==> src/rtl/lcd12864_rx_if.sv <==
// 12864 LCD parallel bus bundle.
// The writer drives rs/rw/en/dat; the receiver answers reads on dat_o/dat_oe.
interface lcd12864_rx_if;
    logic       rs;
    logic       rw;
    logic       en;
    logic [7:0] dat;
    logic [7:0] dat_o;
    logic       dat_oe;

    modport master (
        output rs,
        output rw,
        output en,
        output dat,
        input  dat_o,
        input  dat_oe
    );

    modport slave (
        input  rs,
        input  rw,
        input  en,
        input  dat,
        output dat_o,
        output dat_oe
    );
endinterface

==> src/rtl/lcd12864_rx.sv <==
// Receive-side model of an ST7920-style 12864 LCD controller (8-bit bus).
// Decodes the basic instruction set into a 64-byte interleaved text DDRAM.
module lcd12864_rx #(
    parameter int unsigned BUSY_CYCLES  = 72,
    parameter int unsigned CLEAR_CYCLES = 1600
) (
    input  logic       clk,
    input  logic       rst,
    lcd12864_rx_if.slave bus,
    input  logic [5:0] rd_addr,
    output logic [7:0] rd_data,
    output logic       disp_on,
    output logic       cursor_on,
    output logic       blink_on,
    output logic       busy,
    output logic       overrun
);

    localparam int unsigned MAXC =
        (CLEAR_CYCLES > BUSY_CYCLES) ? CLEAR_CYCLES : BUSY_CYCLES;
    localparam int CW = $clog2(MAXC + 1);

    // Synchroniser chains, index 0 = stage 1 .. index 2 = stage 3.
    logic [2:0]      rs_q;
    logic [2:0]      rw_q;
    logic [2:0]      en_q;
    logic [2:0][7:0] dat_q;
    logic            strobe;

    // Captured access, executed one cycle after the strobe is seen.
    logic       acc_v;
    logic       acc_rs;
    logic       acc_rw;
    logic [7:0] acc_dat;

    // Controller state; ptr is {ac, hf}.
    logic [5:0]    ptr;
    logic [5:0]    ptr_nxt;
    logic          inc;
    logic          ext;
    logic [CW-1:0] cnt;
    logic          sw_act;
    logic [5:0]    sw_idx;

    logic [7:0] mem [64];
    logic [5:0] scr_idx;

    // Access classification for the captured strobe.
    logic is_stat;
    logic take;
    logic drop_acc;
    logic is_dwr;
    logic is_drd;
    logic is_ins;
    logic is_clr;

    assign strobe   = ~en_q[1] & en_q[2];
    assign busy     = (cnt != '0);
    assign is_stat  = acc_v & ~acc_rs & acc_rw;
    assign take     = acc_v & ~is_stat & ~busy;
    assign drop_acc = acc_v & ~is_stat & busy;
    assign is_dwr   = take & acc_rs & ~acc_rw;
    assign is_drd   = take & acc_rs & acc_rw;
    assign is_ins   = take & ~acc_rs & ~acc_rw;
    assign is_clr   = is_ins & ~ext & (acc_dat == 8'h01);
    assign ptr_nxt  = inc ? (ptr + 6'd1) : (ptr - 6'd1);

    // Screen row r, column c lives at DDRAM byte {r[0], r[1], c}.
    assign scr_idx = {rd_addr[4], rd_addr[5], rd_addr[3:0]};

    // Bus read drive follows the stage-2 strobe and direction.
    assign bus.dat_oe = en_q[1] & rw_q[1];
    assign bus.dat_o  = !bus.dat_oe ? 8'h00 :
                        rs_q[1]     ? mem[ptr] :
                                      {busy, 1'b0, ptr};

    // Bring the asynchronous bus into the clk domain.
    always_ff @(posedge clk) begin
        if (rst) begin
            rs_q  <= '0;
            rw_q  <= '0;
            en_q  <= '0;
            dat_q <= '0;
        end else begin
            rs_q  <= {rs_q[1:0], bus.rs};
            rw_q  <= {rw_q[1:0], bus.rw};
            en_q  <= {en_q[1:0], bus.en};
            dat_q <= {dat_q[1:0], bus.dat};
        end
    end

    // Latch the completed access on the en falling edge.
    always_ff @(posedge clk) begin
        if (rst) begin
            acc_v   <= 1'b0;
            acc_rs  <= 1'b0;
            acc_rw  <= 1'b0;
            acc_dat <= 8'h00;
        end else begin
            acc_v   <= strobe;
            acc_rs  <= rs_q[2];
            acc_rw  <= rw_q[2];
            acc_dat <= dat_q[2];
        end
    end

    // Execute accesses: busy timer, address counter, mode flags, sweep.
    always_ff @(posedge clk) begin
        if (rst) begin
            ptr       <= 6'd0;
            inc       <= 1'b1;
            ext       <= 1'b0;
            disp_on   <= 1'b0;
            cursor_on <= 1'b0;
            blink_on  <= 1'b0;
            cnt       <= '0;
            sw_act    <= 1'b0;
            sw_idx    <= 6'd0;
            overrun   <= 1'b0;
        end else begin
            overrun <= drop_acc;
            if (busy) begin
                cnt <= cnt - CW'(1);
            end
            if (sw_act) begin
                sw_idx <= sw_idx + 6'd1;
                if (sw_idx == 6'd63) begin
                    sw_act <= 1'b0;
                end
            end
            if (take) begin
                cnt <= is_clr ? CW'(CLEAR_CYCLES) : CW'(BUSY_CYCLES);
            end
            if (is_dwr || is_drd) begin
                ptr <= ptr_nxt;
            end
            if (is_ins) begin
                if (ext) begin
                    // Extended set: only function set is honoured.
                    if (acc_dat[7:5] == 3'b001) begin
                        ext <= acc_dat[2];
                    end
                end else begin
                    unique case (1'b1)
                        acc_dat[7]: begin
                            ptr <= {acc_dat[4:0], 1'b0};
                        end
                        acc_dat[7:6] == 2'b01: begin
                        end
                        acc_dat[7:5] == 3'b001: begin
                            ext <= acc_dat[2];
                        end
                        acc_dat[7:4] == 4'b0001: begin
                        end
                        acc_dat[7:3] == 5'b00001: begin
                            disp_on   <= acc_dat[2];
                            cursor_on <= acc_dat[1];
                            blink_on  <= acc_dat[0];
                        end
                        acc_dat[7:2] == 6'b000001: begin
                            inc <= acc_dat[1];
                        end
                        acc_dat[7:1] == 7'b0000001: begin
                            ptr <= 6'd0;
                        end
                        acc_dat == 8'h01: begin
                            ptr    <= 6'd0;
                            inc    <= 1'b1;
                            sw_act <= 1'b1;
                            sw_idx <= 6'd0;
                        end
                        default: begin
                        end
                    endcase
                end
            end
        end
    end

    // DDRAM writes: clear sweep has priority; stop writing under reset.
    always_ff @(posedge clk) begin
        if (!rst) begin
            if (sw_act) begin
                mem[sw_idx] <= 8'h20;
            end else if (is_dwr) begin
                mem[ptr] <= acc_dat;
            end
        end
    end

    // Registered screen-linear read port.
    always_ff @(posedge clk) begin
        if (rst) begin
            rd_data <= 8'h00;
        end else begin
            rd_data <= mem[scr_idx];
        end
    end

endmodule

==> src/flat_wrapper.sv <==
// flat-port wrapper written by rule: the top's interface ports become plain ports
module lcd12864_rx_flat 
#(
    parameter int unsigned BUSY_CYCLES  = 72,
    parameter int unsigned CLEAR_CYCLES = 1600
)
  (clk, rst, rd_addr, rd_data, disp_on, cursor_on, blink_on, busy, overrun, bus_rs, bus_rw, bus_en, bus_dat, bus_dat_o, bus_dat_oe);
  lcd12864_rx_if bus_i ();
  input  logic clk;
  input  logic rst;
  input  logic [5:0] rd_addr;
  output logic [7:0] rd_data;
  output logic disp_on;
  output logic cursor_on;
  output logic blink_on;
  output logic busy;
  output logic overrun;
  input wire logic [$bits(bus_i.rs)-1:0] bus_rs;
  input wire logic [$bits(bus_i.rw)-1:0] bus_rw;
  input wire logic [$bits(bus_i.en)-1:0] bus_en;
  input wire logic [$bits(bus_i.dat)-1:0] bus_dat;
  output wire logic [$bits(bus_i.dat_o)-1:0] bus_dat_o;
  output wire logic [$bits(bus_i.dat_oe)-1:0] bus_dat_oe;
  assign bus_i.rs = bus_rs;
  assign bus_i.rw = bus_rw;
  assign bus_i.en = bus_en;
  assign bus_i.dat = bus_dat;
  assign bus_dat_o = bus_i.dat_o;
  assign bus_dat_oe = bus_i.dat_oe;
  lcd12864_rx #(.BUSY_CYCLES(BUSY_CYCLES), .CLEAR_CYCLES(CLEAR_CYCLES)) u_core (.clk(clk), .rst(rst), .bus(bus_i), .rd_addr(rd_addr), .rd_data(rd_data), .disp_on(disp_on), .cursor_on(cursor_on), .blink_on(blink_on), .busy(busy), .overrun(overrun));
endmodule
==> config.mk <==
export PLATFORM = sky130hd
export DESIGN_NAME = lcd12864_rx_flat
export DESIGN_NICKNAME = d
export VERILOG_FILES = /design/src/rtl/lcd12864_rx_if.sv /design/src/rtl/lcd12864_rx.sv /design/src/flat_wrapper.sv
export SDC_FILE = /design/constraint.sdc
export NUM_CORES = 1
export LEC_CHECK = 0
export ABC_CLOCK_PERIOD_IN_PS = 4300
export CORE_MARGIN = 2
export CORE_UTILIZATION = 23
export DETAILED_ROUTE_END_ITERATION = 8
export SYNTH_ARGS = -nofsm -noshare
export SYNTH_HDL_FRONTEND = slang
export SYNTH_SLANG_ARGS = --single-unit
==> constraint.sdc <==
create_clock -name clk -period 4.3 [get_ports clk]
set_input_delay 0.645 -clock clk [delete_from_list [all_inputs] [get_ports clk]]
set_output_delay 0.645 -clock clk [all_outputs]
set_load 0.01 [all_outputs]
==> flow_metrics.py, run 1 <==
metrics = {
    "status": {
        "status": "finished clean",
    },
    "die": {
        "die-area_mm2": 0.122,
        "die_w_um": 349,
        "core_area_mm2": 0.118,
        "start_util_pct": 23.2,
        "row_count": 126,
        "die_h_um": 349,
        "io_pins": 41,
    },
    "timing": {
        "slew_violations": 0,
        "finalHoldViolCount": 0,
        "max_freq_mhz": 235,
        "fin_skew_ns": 0.0314,
        "hold_ws_ns": 0.366,
        "final-setup-viol-count": 0,
        "grt_setup_unrepaired": "yes",
        "tightest_slew_ns": 1.21,
        "fin_crit_sh_pct": 99.0,
        "relSlewSlack_pct": 18.9,
        "fin_crit_ns": 4.26,
        "fin_ws_ns": 0.0434,
    },
    "place": {
        "dpl-instance-area_mm2": 0.0302,
        "preCtsSetupSlack_ns": 0.337,
        "gp_congestion": 0.916,
        "io_buffer_count": 40,
        "dpl.hpwl_mm": 55.3,
    },
    "worst_setup_path": {
        "cp-start-kind": "flop",
        "crit_arrival_ns": 3.61,
        "r2r_slack_ns": 0.50,
        "r2r-start": "u_core.cnt[0]",
        "critPathRequiredTime_ns": 3.65,
        "end_kind": "output port",
        "path_max_fanout": 23,
        "crit_path_start": "u_core.ptr[0]",
        "crit_type": "flop to output port",
    },
    "global_routing": {
        "grtUsageTotal_pct": 13.3,
        "grt_max_degree": 65,
        "overflow": 0,
        "grt_first_pass_wirelength_mm": 118,
        "grt_pass1_vias": 16300,
        "antenna_found_initial": 7,
    },
    "final_layout": {
        "fin_util_pct": 27.3,
        "drive_gt1_share_pct": 31.6,
        "final_area_mm2": 0.0322,
        "area_delta_synth_final_pct": 17.5,
        "final_nets": 1661,
    },
    "detailed_routing": {
        "antenna_left": 0,
        "drt-vias-per-instance": 5.05,
        "drc": 0,
        "wl_per_cell_um": 25.8,
        "drt-initial-drc-count": 1911,
        "first_pass_iters": 5,
        "dr_total_vias": 16300,
        "totalWireLength_mm": 82.9,
    },
    "pwr": {
        "ir_drop_uv": 317,
        "cellPowerDensity_mw_per_mm2": 375,
        "p_total_mw": 12.1,
        "leakage_nw": 9.57,
    },
    "yosys": {
        "yosysSeqAreaShare_pct": 62.1,
        "avgSynthCellArea_um2": 17.9,
        "synth.most_common_cell": "edfxtp_1",
        "ys_ff_latch": 594,
        "syn_inst": 1532,
        "yosysTopAreaCellShare_pct": 56.1,
        "synth_ff_type": "edfxtp_1",
        "async_flop_share_pct": 0,
        "netlist_area_mm2": 0.0274,
        "syn_nets": 1559,
        "yosys_warnings": 0,
        "synth-edff-count": 512,
        "synth_top_area_cell": "edfxtp_1",
        "synth.area.top_cells": "edfxtp_1 56%, mux4_2 23%, dfxtp_1 6.0%, mux2i_1 2.1%, nor2b_1 1.6%",
        "synthTopCellsByCount": "512 x edfxtp_1, 286 x mux4_2, 97 x nor2_1, 82 x dfxtp_1, 70 x nor2b_1",
        "synth_cell_type_count": 66,
    },
    "clocking": {
        "cts.path.max_buffers": 3,
        "hold_buffers": 0,
        "cts_tree": "done",
        "htree_levels": 2,
        "cts_sinks": 594,
        "cts_buffers": 57,
        "clkLatencyLatePin_ns": 0.65,
        "clockRootBuffer": "clkbuf_16",
        "cts.clk_slew.worst_paths_ns": 0.06,
    },
    "job": {
        "maxCapViolCount": 0,
    },
    "hold_path": {
        "holdCritStartpoint": "rst",
        "hold_path.class": "input port to flop",
    },
}
## path summary, 6_finish.rpt
check                       to  cells after the start
max               bus_dat_o[5]                      7
min reg2reg   u_core.dat_q[10]                      1
min             u_core.rs_q[2]                      2
max reg2reg  u_core.mem[61][1]                      8
## routing by layer
| metal | GRT usage [%] | vias to the layer above | wire, um |
|---|---|---|---|
| met3 | 3.57 | 152 | 8450 |
| li1 | - | 6539 | - |
| met4 | 4.30 | 8 | 2490 |
| met2 | 21.3 | 932 | 39000 |
| met1 | 17.4 | 8629 | 32900 |
| met5 | 0 | - | 55 |
## power breakdown
group | internal, mW | switching, mW
combinational | 0.330 | 0.413
clock | 2.81 | 2.25
sequential | 6.22 | 0.0510
## final cells by class
class                   count  area (um^2)
multi-input cells         818         9890
diodes                      2         5.00
clock inverters            27          274
repair buffers            156         1490
well taps                1536         1920
clock buffers              79         1570
flip-flops and latches    594        17000
inverters                   7         31.3
fillers                 11600        85900
## what timing repair did
item	CTS	global route
setup endpoints to repair	8	6
setup buffers	9	0
gates cloned	0	0
resized for setup	7	5
pin swaps	0	0
## cells in the final DEF (no fill, tap or decap), types with 12 or more instances in the layout
cell / n
nand3_1: 25
edfxtp_1: 512
a31oi_1: 27
buf_4: 96
nand2b_1: 12
dfxtp_1: 77
clkbuf_1: 15
nor3_1: 19
nor2b_1: 70
o21ai_0: 13
mux4_2: 286
nand2_1: 44
nor2_1: 97
a21oi_1: 20
clkinv_2: 12
buf_12: 17
clkdlybuf4s50_1: 33
mux2i_1: 57
clkbuf_16: 58
a211oi_1: 13
## state kept, by name (all words and copies together), names as in the netlist, 3 cells and up, named ones only
name,flops
u_core.ptr,6
u_core.cnt,11
u_core.sw_idx,6
u_core.rw_q,3
u_core.dat_q,24
u_core.rd_data,8
u_core.en_q,3
u_core.rs_q,3
u_core.acc_dat,8
u_core.mem,512
## logic make-up after synthesis
kind of cell    Yosys count  share of synthesized area [%]
buf+inv                 120                           2.02
flops                   594                           62.1
fa+ha+maj                 8                          0.392
compound gates          124                           3.04
xor+xnor                 14                          0.447
simple gates            327                           6.38
mux                     345                           25.7
## metrics by stage
| stage | setup TNS, ns | std cells |
|---|---|---|
| floorplan | 0 | 1532 |
| global placement | 0 | 3102 |
| detailed placement | 0 | 3102 |
| CTS | 0 | 3217 |
| global route | -0.00215 | 3217 |
| finish | 0 | 3219 |
## worst max-delay path, cell delays in order, from the launching register on
cell	delay, ns
dfxtp_4	0.39
buf_4	0.17
buf_12	0.23
mux4_2	0.56
mux4_2	0.56
o22ai_2	0.31
o22ai_1	0.23
clkdlybuf4s50_1	0.53
Power figures use the tool's default switching activity.
==> run 2: changes to the inputs <==
ABC_CLOCK_PERIOD_IN_PS = unset   (was 4300)
DONT_BUFFER_PORTS = 1   (was unset)
==> flow_metrics.py, run 2 (synthesized netlist as in run 1, its figures left out) <==
metrics = {
    "worst_setup_path": {
        "end_kind": "output port",
        "cp-start-kind": "flop",
        "r2r_slack_ns": 0.63,
        "crit_type": "flop to output port",
        "critPathRequiredTime_ns": 3.65,
        "crit_arrival_ns": 3.40,
        "reg2reg_depth": 9,
        "path_max_fanout": 13,
    },
    "pwr": {
        "switching_share_pct": 21.6,
        "cellPowerDensity_mw_per_mm2": 381,
        "leakage_nw": 9.05,
        "pwr-share-comb_pct": 4.7,
        "power_frac_seq_pct": 52.8,
        "clockPowerShare_pct": 42.5,
        "ir_drop_uv": 384,
        "p_int_mw": 9.33,
        "p_switching_mw": 2.56,
        "p_total_mw": 11.9,
    },
    "detailed_routing": {
        "antenna_left": 0,
        "drt-vias-per-instance": 5.05,
        "drt-initial-drc-count": 2205,
        "totalWireLength_mm": 79.9,
        "dr_total_vias": 15700,
        "wl_per_cell_um": 25.7,
        "drc": 0,
        "first_pass_iters": 5,
    },
    "timing": {
        "slew_violations": 0,
        "setup_tns_ns": 0,
        "finalHoldViolCount": 0,
        "grt_setup_unrepaired": "no",
        "fin_crit_sh_pct": 94.0,
        "fin_skew_ns": 0.0442,
        "relSlewSlack_pct": 28.6,
        "tightest_slew_ns": 1.07,
        "final-setup-viol-count": 0,
        "fin_crit_ns": 4.04,
        "max_freq_mhz": 248,
    },
    "clocking": {
        "cts_tree": "done",
        "cts_buffers": 57,
        "clkLatencyLatePin_ns": 0.65,
        "cts.path.max_buffers": 3,
        "clockRootBuffer": "clkbuf_16",
        "cts_sinks": 594,
        "htree_levels": 2,
        "cts.clk_slew.worst_paths_ns": 0.06,
    },
    "job": {
        "maxCapViolCount": 0,
    },
    "global_routing": {
        "grtUsageTotal_pct": 12.9,
        "overflow": 0,
        "grt_first_pass_wirelength_mm": 116,
        "grt_pass1_vias": 15700,
        "grt_max_degree": 129,
        "antenna_found_initial": 4,
    },
    "status": {
        "status": "finished clean",
    },
    "die": {
        "core_area_mm2": 0.118,
        "io_pins": 41,
        "start_util_pct": 23.2,
        "die_w_um": 349,
        "die-area_mm2": 0.122,
        "row_count": 126,
        "die_h_um": 349,
    },
    "final_layout": {
        "largest_register": "u_core.mem",
        "layout_common_cells": "512 x edfxtp_1, 286 x mux4_2, 97 x nor2_1",
        "drive_gt1_share_pct": 29.3,
        "area_delta_synth_final_pct": 13.9,
        "final_common_cell": "edfxtp_1",
        "reg_top3": "u_core.mem (512), u_core.dat_q (24), u_core.cnt (11)",
        "largest_register_ff_count": 512,
        "final_nets": 1559,
    },
    "hold_path": {
        "hold_path.class": "input port to flop",
        "hold_path_depth": 1,
    },
    "place": {
        "gp_congestion": 0.890,
        "io_buffer_count": 0,
        "dpl.hpwl_mm": 52.3,
    },
}
==> run 2: cell count changes in the layout (fill, tap and decap cells not counted), sizes merged <==
cell | previous run | this run
clkbuf | 80 | 76
diode | 2 | 1
clkinvlp | 5 | 2
clkinv | 17 | 21
clkdlybuf4s50 | 33 | 0
dlymetal6s2s | 1 | 0
inv | 8 | 7
buf | 121 | 54
==> run 2: path summary, 6_finish.rpt <==
kind / from / end
setup / recovery: u_core.ptr[0] / bus_dat_o[4]
hold reg to reg: u_core.rs_q[2] / u_core.acc_rs
hold / removal: rst / u_core.dat_q[2]
setup reg to reg: u_core.cnt[0] / u_core.mem[41][5]
==> run 2: critical path, stage by stage, from the launching register on <==
cell	delay, ns
dfxtp_4	0.47
buf_4	0.35
mux4_2	0.59
mux4_2	0.57
a221oi_1	0.36
nor4_1	0.10
buf_4	0.19
buf_4	0.14
==> run 2: layout make-up <==
type | instances | area [um^2]
Tap cell | 1536 | 1920
Fill cell | 11700 | 86900
Timing Repair Buffer | 54 | 505
Clock buffer | 76 | 1580
Sequential cell | 594 | 17000
Clock inverter | 27 | 282
Multi-Input combinational cell | 818 | 9860
Antenna cell | 1 | 2.50
Inverter | 7 | 31.3
==> run 2: power groups by stage <==
| stage | combinational, mW | sequential [mW] | clock, mW |
|---|---|---|---|
| 6_report | 0.561 | 6.28 | 5.05 |
| 3_5_place_dp | 0.557 | 6.41 | 0 |
| 3_3_place_gp | 0.551 | 6.40 | 0 |
| 2_1_floorplan | 0.526 | 6.39 | 0 |
| 4_1_cts | 0.560 | 6.28 | 5.15 |
| 5_1_grt | 0.608 | 6.29 | 5.35 |
==> run 2: timing repair <==
| action | CTS | global route |
|---|---|---|
| hold endpoints to repair | 0 | 0 |
| buffers inserted | 0 | 1 |
| resized for setup | 0 | 1 |
| hold buffers | 0 | 0 |
| setup endpoints to repair | 0 | 1 |
==> run 2: layer usage <==
metal  global-route usage (%)  share of wire (%)  wire length (um)
met1                     17.5                 41             32400
met2                     20.0                 46             36700
met3                     3.24                9.9              7890
met4                     4.38                3.7              2920
met5                        0              0.020                16
==> run 2: per-stage QoR <==
step	instance area (um^2)	utilization [%]	worst slack, ns	instances	hold WS (ns)
2_1_floorplan	27400	-	1.31	1532	0.413
3_5_place_dp	29300	24.8	0.672	3008	0.426
3_3_place_gp	29300	24.8	0.692	3008	0.421
4_1_cts	31200	26.4	0.0382	3111	0.0730
5_1_grt	31200	26.4	0.194	3112	0.0824
6_report	31200	26.4	0.260	3113	0.117
==> run 3: changes to the inputs <==
CORE_UTILIZATION = 50   (was 23)
DONT_BUFFER_PORTS = unset   (was 1)
PLACE_DENSITY = 0.66   (was unset)
==> flow_metrics.py, run 3 (synthesized netlist as in run 1, its figures left out) <==
metrics = {
    "timing": {
        "fin_ws_ns": 0.0478,
        "fin_crit_sh_pct": 98.9,
        "finalHoldViolCount": 0,
        "tightest_slew_ns": 1.32,
        "fin_skew_ns": 0.0238,
        "final-setup-viol-count": 0,
        "fin_crit_ns": 4.25,
        "relSlewSlack_pct": 11.7,
        "max_freq_mhz": 235,
        "slew_violations": 0,
    },
    "final_layout": {
        "largest_register": "u_core.mem",
        "final_area_mm2": 0.0312,
        "final_nets": 1667,
        "fillers": 3986,
        "reg_top3": "u_core.mem (512), u_core.dat_q (24), u_core.cnt (11)",
        "drive_gt1_share_pct": 31.8,
        "final_common_cell": "edfxtp_1",
        "layout_common_cells": "512 x edfxtp_1, 286 x mux4_2, 98 x buf_4",
        "area_delta_synth_final_pct": 13.9,
        "regArea_mm2": 0.0170,
        "multi_input_area_mm2": 0.00990,
        "largest_register_ff_count": 512,
        "antenna_cells": 0,
    },
    "clocking": {
        "clockRootBuffer": "clkbuf_16",
        "htree_levels": 2,
        "cts.clk_slew.worst_paths_ns": 0.06,
        "cts_tree": "done",
        "cts.path.max_buffers": 3,
        "clkLatencyLatePin_ns": 0.65,
        "cts_buffers": 61,
        "cts_sinks": 594,
    },
    "place": {
        "gp_congestion": 0.887,
        "dpl.hpwl_mm": 51.5,
        "preCtsSetupSlack_ns": 0.329,
        "dpl-instance-area_mm2": 0.0292,
        "io_buffer_count": 40,
    },
    "detailed_routing": {
        "met1Wirelength_mm": 29.5,
        "antenna_left": 0,
        "wl_met3_mm": 7.68,
        "dr_total_vias": 16200,
        "first_pass_iters": 5,
        "drt-initial-drc-count": 2314,
        "wl_per_cell_um": 32.7,
        "wl_met2_mm": 37.7,
        "drc": 0,
        "top_layer": "met5",
        "totalWireLength_mm": 78.0,
        "drt-vias-per-instance": 6.81,
    },
    "worst_setup_path": {
        "crit_type": "flop to output port",
        "max_stage_delay_ns": 0.54,
        "cp_slowest_cell": "mux4_2",
        "end_kind": "output port",
        "reg2reg_depth": 8,
        "worstPathCellList": "buf_12, buf_4, mux4_2, mux4_2, a221oi_2, nor4_4, buf_4, clkdlybuf4s50_1",
        "critPathRequiredTime_ns": 3.65,
        "cp-start-kind": "flop",
        "path_max_fanout": 5,
        "crit_arrival_ns": 3.61,
    },
    "die": {
        "core_area_mm2": 0.0540,
        "row_count": 85,
        "die-area_mm2": 0.0567,
        "die_w_um": 238,
        "start_util_pct": 50.7,
        "io_pins": 41,
        "die_h_um": 238,
    },
    "hold_path": {
        "hold_path_depth": 2,
        "hold_path.class": "input port to flop",
    },
    "global_routing": {
        "grt_pass1_vias": 16200,
        "grtUsageTotal_pct": 28.2,
        "grt_max_degree": 65,
        "grt_first_pass_wirelength_mm": 113,
        "antenna_found_initial": 1,
        "overflow": 0,
    },
    "pwr": {
        "ir_drop_uv": 376,
        "cellPowerDensity_mw_per_mm2": 384,
        "p_total_mw": 12.0,
        "leakage_nw": 9.61,
    },
    "job": {
        "maxCapViolCount": 0,
    },
    "status": {
        "status": "finished clean",
    },
}
run 3: changes by cell type in the layout (fill, tap and decap cells not counted), sizes merged, moves of 2 or more:
cell           delta
buf              +69
bufinv            -2
clkbuf            +2
clkdlybuf4s50    +33
clkinv           +10
run 3: stage by stage:
stage	cells	hold WS [ns]	utilization [%]	setup TNS, ns
detailed placement	2266	0.420	54.1	0
global route	2386	0.334	57.8	-0.00679
floorplan	1532	0.413	-	0
CTS	2386	0.319	57.7	0
global placement	2266	0.416	54.1	0
finish	2386	0.352	57.8	0
run 3: final cells by class:
| class | count | area share (%) |
|---|---|---|
| Sequential cell | 594 | 54.5 |
| Tap cell | 696 | 2.79 |
| Timing Repair Buffer | 158 | 4.86 |
| Clock buffer | 77 | 5.18 |
| Multi-Input combinational cell | 818 | 31.7 |
| Inverter | 7 | 0.100 |
| Clock inverter | 36 | 0.813 |
run 3: final timing paths:
path                         from           endpoint  slack, ns
hold / removal                rst      u_core.ptr[3]       0.35
setup reg to reg    u_core.cnt[0]  u_core.mem[46][5]       0.60
hold reg to reg   u_core.dat_q[9]   u_core.dat_q[17]       0.43
setup / recovery    u_core.ptr[0]       bus_dat_o[4]       0.05
run 3: report_power, final:
group          switching [mW]  internal (mW)
Combinational           0.399          0.331
Clock                    2.23           2.77
Sequential             0.0456           6.22
Total                    2.68           9.33
run 3: worst max-delay path, delay by kind of cell, from the launching register on:
family | cells | cell delay, ns
simple gates | 1 | 0.11
compound gates | 1 | 0.47
buf+inv | 4 | 0.95
mux | 2 | 1.06
flops | 1 | 0.38
run 3: metal layers:
layer / vias up / track usage, %
li1: 6568 / -
met1: 8539 / 38.4
met2: 983 / 45.1
met3: 154 / 5.88
met4: 2 / 10.9
met5: - / 0
run 3: timing repair:
item,CTS,global route
resized for setup,3,6
hold buffers,0,0
setup endpoints to repair,7,4
buffers inserted,7,0
pin swaps,0,1
